--- src/rtl/vc_skid_queue.sv ---
// vc_skid_queue: two-entry in-order val/rdy queue built from a head register
// and a skid register. Outputs are decoded from registered state only, so
// there is no combinational path from enq_* to deq_* or from deq_rdy to enq_rdy.
module vc_skid_queue #(
  parameter int p_nbits = 32
) (
  input  logic               clk,
  input  logic               reset,
  input  logic               enq_val,
  output logic               enq_rdy,
  input  logic [p_nbits-1:0] enq_msg,
  output logic               deq_val,
  input  logic               deq_rdy,
  output logic [p_nbits-1:0] deq_msg,
  output logic [1:0]         count
);

  typedef enum logic [1:0] {
    EMPTY = 2'd0,
    ONE   = 2'd1,
    TWO   = 2'd2
  } state_t;

  state_t             state;
  state_t             state_next;
  logic [p_nbits-1:0] head;
  logic [p_nbits-1:0] skid;
  logic               enq_fire;
  logic               deq_fire;

  assign enq_fire = enq_val && enq_rdy;
  assign deq_fire = deq_val && deq_rdy;

  // State register; reset drops the queue to EMPTY immediately, discarding contents
  always_ff @(posedge clk or posedge reset) begin
    if (reset) begin
      state <= EMPTY;
    end else begin
      state <= state_next;
    end
  end

  // Next-state decode from the enqueue/dequeue handshakes
  always_comb begin
    state_next = state;
    case (state)
      EMPTY: begin
        if (enq_fire) state_next = ONE;
      end
      ONE: begin
        if (enq_fire && !deq_fire)      state_next = TWO;
        else if (!enq_fire && deq_fire) state_next = EMPTY;
      end
      TWO: begin
        if (deq_fire) state_next = ONE;
      end
      default: state_next = EMPTY;
    endcase
  end

  // Outputs depend on state (and reset for enq_rdy) only
  always_comb begin
    enq_rdy = (state != TWO) && !reset;
    deq_val = (state != EMPTY);
    count   = state;
    deq_msg = head;
  end

  // Payload registers: head is always the oldest message, skid holds the second
  always_ff @(posedge clk or posedge reset) begin
    if (reset) begin
      head <= '0;
      skid <= '0;
    end else begin
      case (state)
        EMPTY: begin
          if (enq_fire) head <= enq_msg;
        end
        ONE: begin
          if (enq_fire && deq_fire) head <= enq_msg;
          else if (enq_fire)        skid <= enq_msg;
        end
        TWO: begin
          if (deq_fire) head <= skid;
        end
        default: ;
      endcase
    end
  end

  // Handshake inputs must be known whenever the queue is out of reset
  a_no_x_handshake : assert property (@(posedge clk) disable iff (reset)
    !$isunknown({enq_val, deq_rdy}));

  // The two-bit occupancy encoding never reaches 3
  a_count_legal : assert property (@(posedge clk) disable iff (reset)
    state != 2'd3);

endmodule

--- config.mk ---
export PLATFORM = sky130hd
export DESIGN_NAME = vc_skid_queue
export DESIGN_NICKNAME = d
export VERILOG_FILES = /design/src/rtl/vc_skid_queue.sv
export SDC_FILE = /design/constraint.sdc
export NUM_CORES = 1
export LEC_CHECK = 0
export BUFFER_PORTS_ARGS = -buffer_cell sky130_fd_sc_hd__buf_2
export CAP_MARGIN = 10
export CORE_MARGIN = 4
export CORE_UTILIZATION = 48
export DETAILED_ROUTE_END_ITERATION = 7
export PLACE_DENSITY = 0.75
export RECOVER_POWER = 25
export SLEW_MARGIN = 20
export SYNTH_ARGS = -nofsm -noshare
export SYNTH_HDL_FRONTEND = slang
export SYNTH_SLANG_ARGS = --single-unit
--- constraint.sdc ---
create_clock -name clk -period 2.39 [get_ports clk]
set_clock_uncertainty 0.2 [all_clocks]
set_input_delay 0.478 -clock clk [delete_from_list [all_inputs] [get_ports clk]]
set_output_delay 0.478 -clock clk [all_outputs]
set_load 0.005 [all_outputs]
==> key figures <==
Outcome
  • Status: finished, violations left
  • Failing checks: capacitance limit, slew limit

Worst setup path
  • Cells along the critical path: nand2b_2, and3_4, ha_1, nand2_1, o211ai_4, buf_12, mux2_2
  • Crit Path Category: flop to flop
  • Critical path's slowest cell: dfrtp_1
  • Worst R2R Start: count[0]
  • Critical-path maximum fanout: 17
  • Crit path DAT: 2.25 ns
  • Setup slack, reg-to-reg: 0.15 ns
  • Critical Path Source: count[0]
  • Setup crit end kind: flop
  • CP startpoint kind: flop
  • Critical R2R Capture: deq_msg[22]
  • CP bufs+invs: 1
  • Worst EP required: 2.40 ns
  • R2R cell count: 7
  • Delay of the slowest critical-path stage: 0.50 ns
  • CP top delay family: flip-flops

Drt
  • Routed vias: 1,815
  • Final ANT Viol Nets: 0
  • WL final: 5.70 mm
  • DR iter-0 viols: 80
  • Average routed wire per standard cell: 16.3 µm
  • Detailed Routing Iterations Pass 1: 3
  • Vias per cell: 5.19
  • DRC: 0

Clocking
  • CTS H-Tree Depth: 3
  • CTS Sinks: 66
  • Hold buffers post-CTS: 0
  • CTS Buf Count: 9
  • Skew-Pair Late Insertion Delay: 0.33 ns
  • Setup Buffers After CTS: 0
  • TritonCTS clock tree: yes
  • CTS resizes: 0
  • Maximum root-to-sink buffer count: 2
  • CTS root buf: clkbuf_8
  • Worst-path clk slew: 0.07 ns

Layout
  • Fin util: 61.0%
  • Footprint of the multi-input gates: 1350 µm²
  • Commonest non-fill, non-tap cell in the layout: buf_2
  • Layout cell share with drive strength beyond 1: 71.3%
  • Sequential Area: 1650 µm²
  • Most frequent cells in the layout: buf_2, dfrtp_1, mux2_2
  • Final nets: 308
  • Area grow syn2layout: 20.3%
  • Diodes inserted: 0
  • Filler instances: 482

Yosys
  • Area share of the largest cell type after synthesis: 53.5%
  • Mean Syn Cell Area: 16.2 µm²
  • Yosys warnings: 0
  • Distinct cell type count after synthesis: 21
  • Synth area leaders: dfrtp_1, mux2_2, mux2_4, buf_12, buf_2
  • Cell count after synthesis: 191
  • Synth Register Bits: 66
  • Post-synthesis cell area: 3090 µm²
  • Sequential cell area fraction in the yosys report: 53.5%
  • Leading area contributor after synthesis: dfrtp_1
  • Synthesized Nets: 229

Pwr
  • Maximum vdd drop: 0.679 mV
  • Pwr Density: 1160 nW/µm²
  • Total power after layout: 4.32 mW
  • P_leak: 1.76 nW

Floorplanning
  • Starting Density: 50.7%
  • DIE HEIGHT: 88.2 µm
  • Row Count: 28
  • Num ports: 72
  • Core area: 6100 µm²
  • Die Footprint: 7780 µm²
  • Die span in x: 88.2 µm

Min path
  • Hold Path Depth: 2
  • HP Class: input pin to flop
  • Hold Startpoint: deq_rdy
  • Hold path endpoint: count[1]

STA
  • # setup viols final: 0
  • Max Fclk: 446 MHz
  • Worst-Margin Slew: 1.60 ns
  • RSZ-0062 raised after global routing: false
  • Relative slew slack: -6.99%
  • Fin crit share: 93.9%
  • Final Hold Fails: 0
  • Period minus WS final: 2.24 ns
  • Slew Viols, Final: 67

Global route
  • Initial antenna violation count: 0
  • First-pass GRT wire length: 9.35 mm
  • Vias in the first global route: 1,988
  • Overall Global Routing Usage: 15.9%
  • Largest net degree at the start of global routing: 67
  • Grt ovf: 0

Flow run
  • Max-Cap Viols: 1

Placement
  • Port bufs: 71
  • Post-DP HPWL: 3.83 mm
  • Final GP Congestion: 0.788
[sequential cells by signal (all words and copies together), names as in the netlist]
register / count
skid: 32
deq_msg: 32
count: 2
[logic make-up after synthesis]
family / count (synthesis) / share of synthesized area (%)
simple gates: 11 / 2.35
buf+inv: 12 / 3.52
mux: 96 / 38.6
fa+ha+maj: 2 / 0.810
compound gates: 4 / 1.21
flops: 66 / 53.5
[how the worst max path moves through the flow]
stage                   to  depth (start not counted)
2_1_floorplan     skid[11]                          6
3_3_place_gp   deq_msg[22]                          8
3_5_place_dp   deq_msg[22]                          8
4_1_cts        deq_msg[22]                          7
5_1_grt        deq_msg[22]                          7
6_report       deq_msg[22]                          7
[power breakdown]
part           total (mW)  leakage, nW  internal, mW  switching [mW]
clock               0.840       0.0847         0.404           0.436
combinational        1.50        0.889         0.998           0.501
sequential           1.98        0.787          1.68           0.299
total                4.32         1.76          3.08            1.24
[Yosys cell counts]
| library cell | n |
|---|---|
| ha_1 | 2 |
| and3_1 | 1 |
| a21oi_1 | 1 |
| buf_12 | 3 |
| nand2b_1 | 1 |
| nor2_1 | 1 |
| mux2_2 | 66 |
| or2_2 | 1 |
| dfrtp_1 | 66 |
| nand2_1 | 2 |
| mux2_4 | 30 |
| nor3b_1 | 1 |
| inv_1 | 2 |
| nor2b_1 | 1 |
| buf_2 | 6 |
| nand3b_1 | 2 |
| or4b_4 | 1 |
| o22ai_1 | 1 |
| o21ai_0 | 1 |
| buf_6 | 1 |
| o211ai_4 | 1 |
[per-layer routing]
| layer | up-vias | track usage, % | wire length, µm |
|---|---|---|---|
| met5 | - | 0 | 0 |
| li1 | 851 | - | - |
| met1 | 908 | 19.6 | 2570 |
| met4 | 0 | 6.59 | 72 |
| met2 | 47 | 26.2 | 2710 |
| met3 | 9 | 4.47 | 346 |
[stage by stage]
step | instances | instance area (µm²) | worst slack (ns) | hold WS, ns | setup TNS (ns)
4_1_cts | 350 | 3720 | 0.119 | 0.149 | 0
2_1_floorplan | 191 | 3110 | -0.674 | 0.274 | -42.04
6_report | 350 | 3720 | 0.146 | 0.168 | 0
3_3_place_gp | 334 | 3540 | 0.161 | 0.282 | 0
3_5_place_dp | 334 | 3540 | 0.143 | 0.288 | 0
5_1_grt | 350 | 3720 | 0.0393 | 0.157 | 0
[area by class of cell]
class	count	area share, %
inverter	2	0.303
multi-input combinational	113	36.4
sequential	66	44.4
tap	75	2.52
timing repair buffer	78	11.5
clock buffer	10	3.70
clock inverter	6	1.11
[worst register-to-register path: stages (launching register included)]
cell      delay, ns
dfrtp_1        0.50
nand2b_2       0.18
and3_4         0.21
ha_1           0.14
nand2_1        0.08
o211ai_4       0.25
buf_12         0.22
mux2_2         0.35
(Power assumes the default switching activity.)
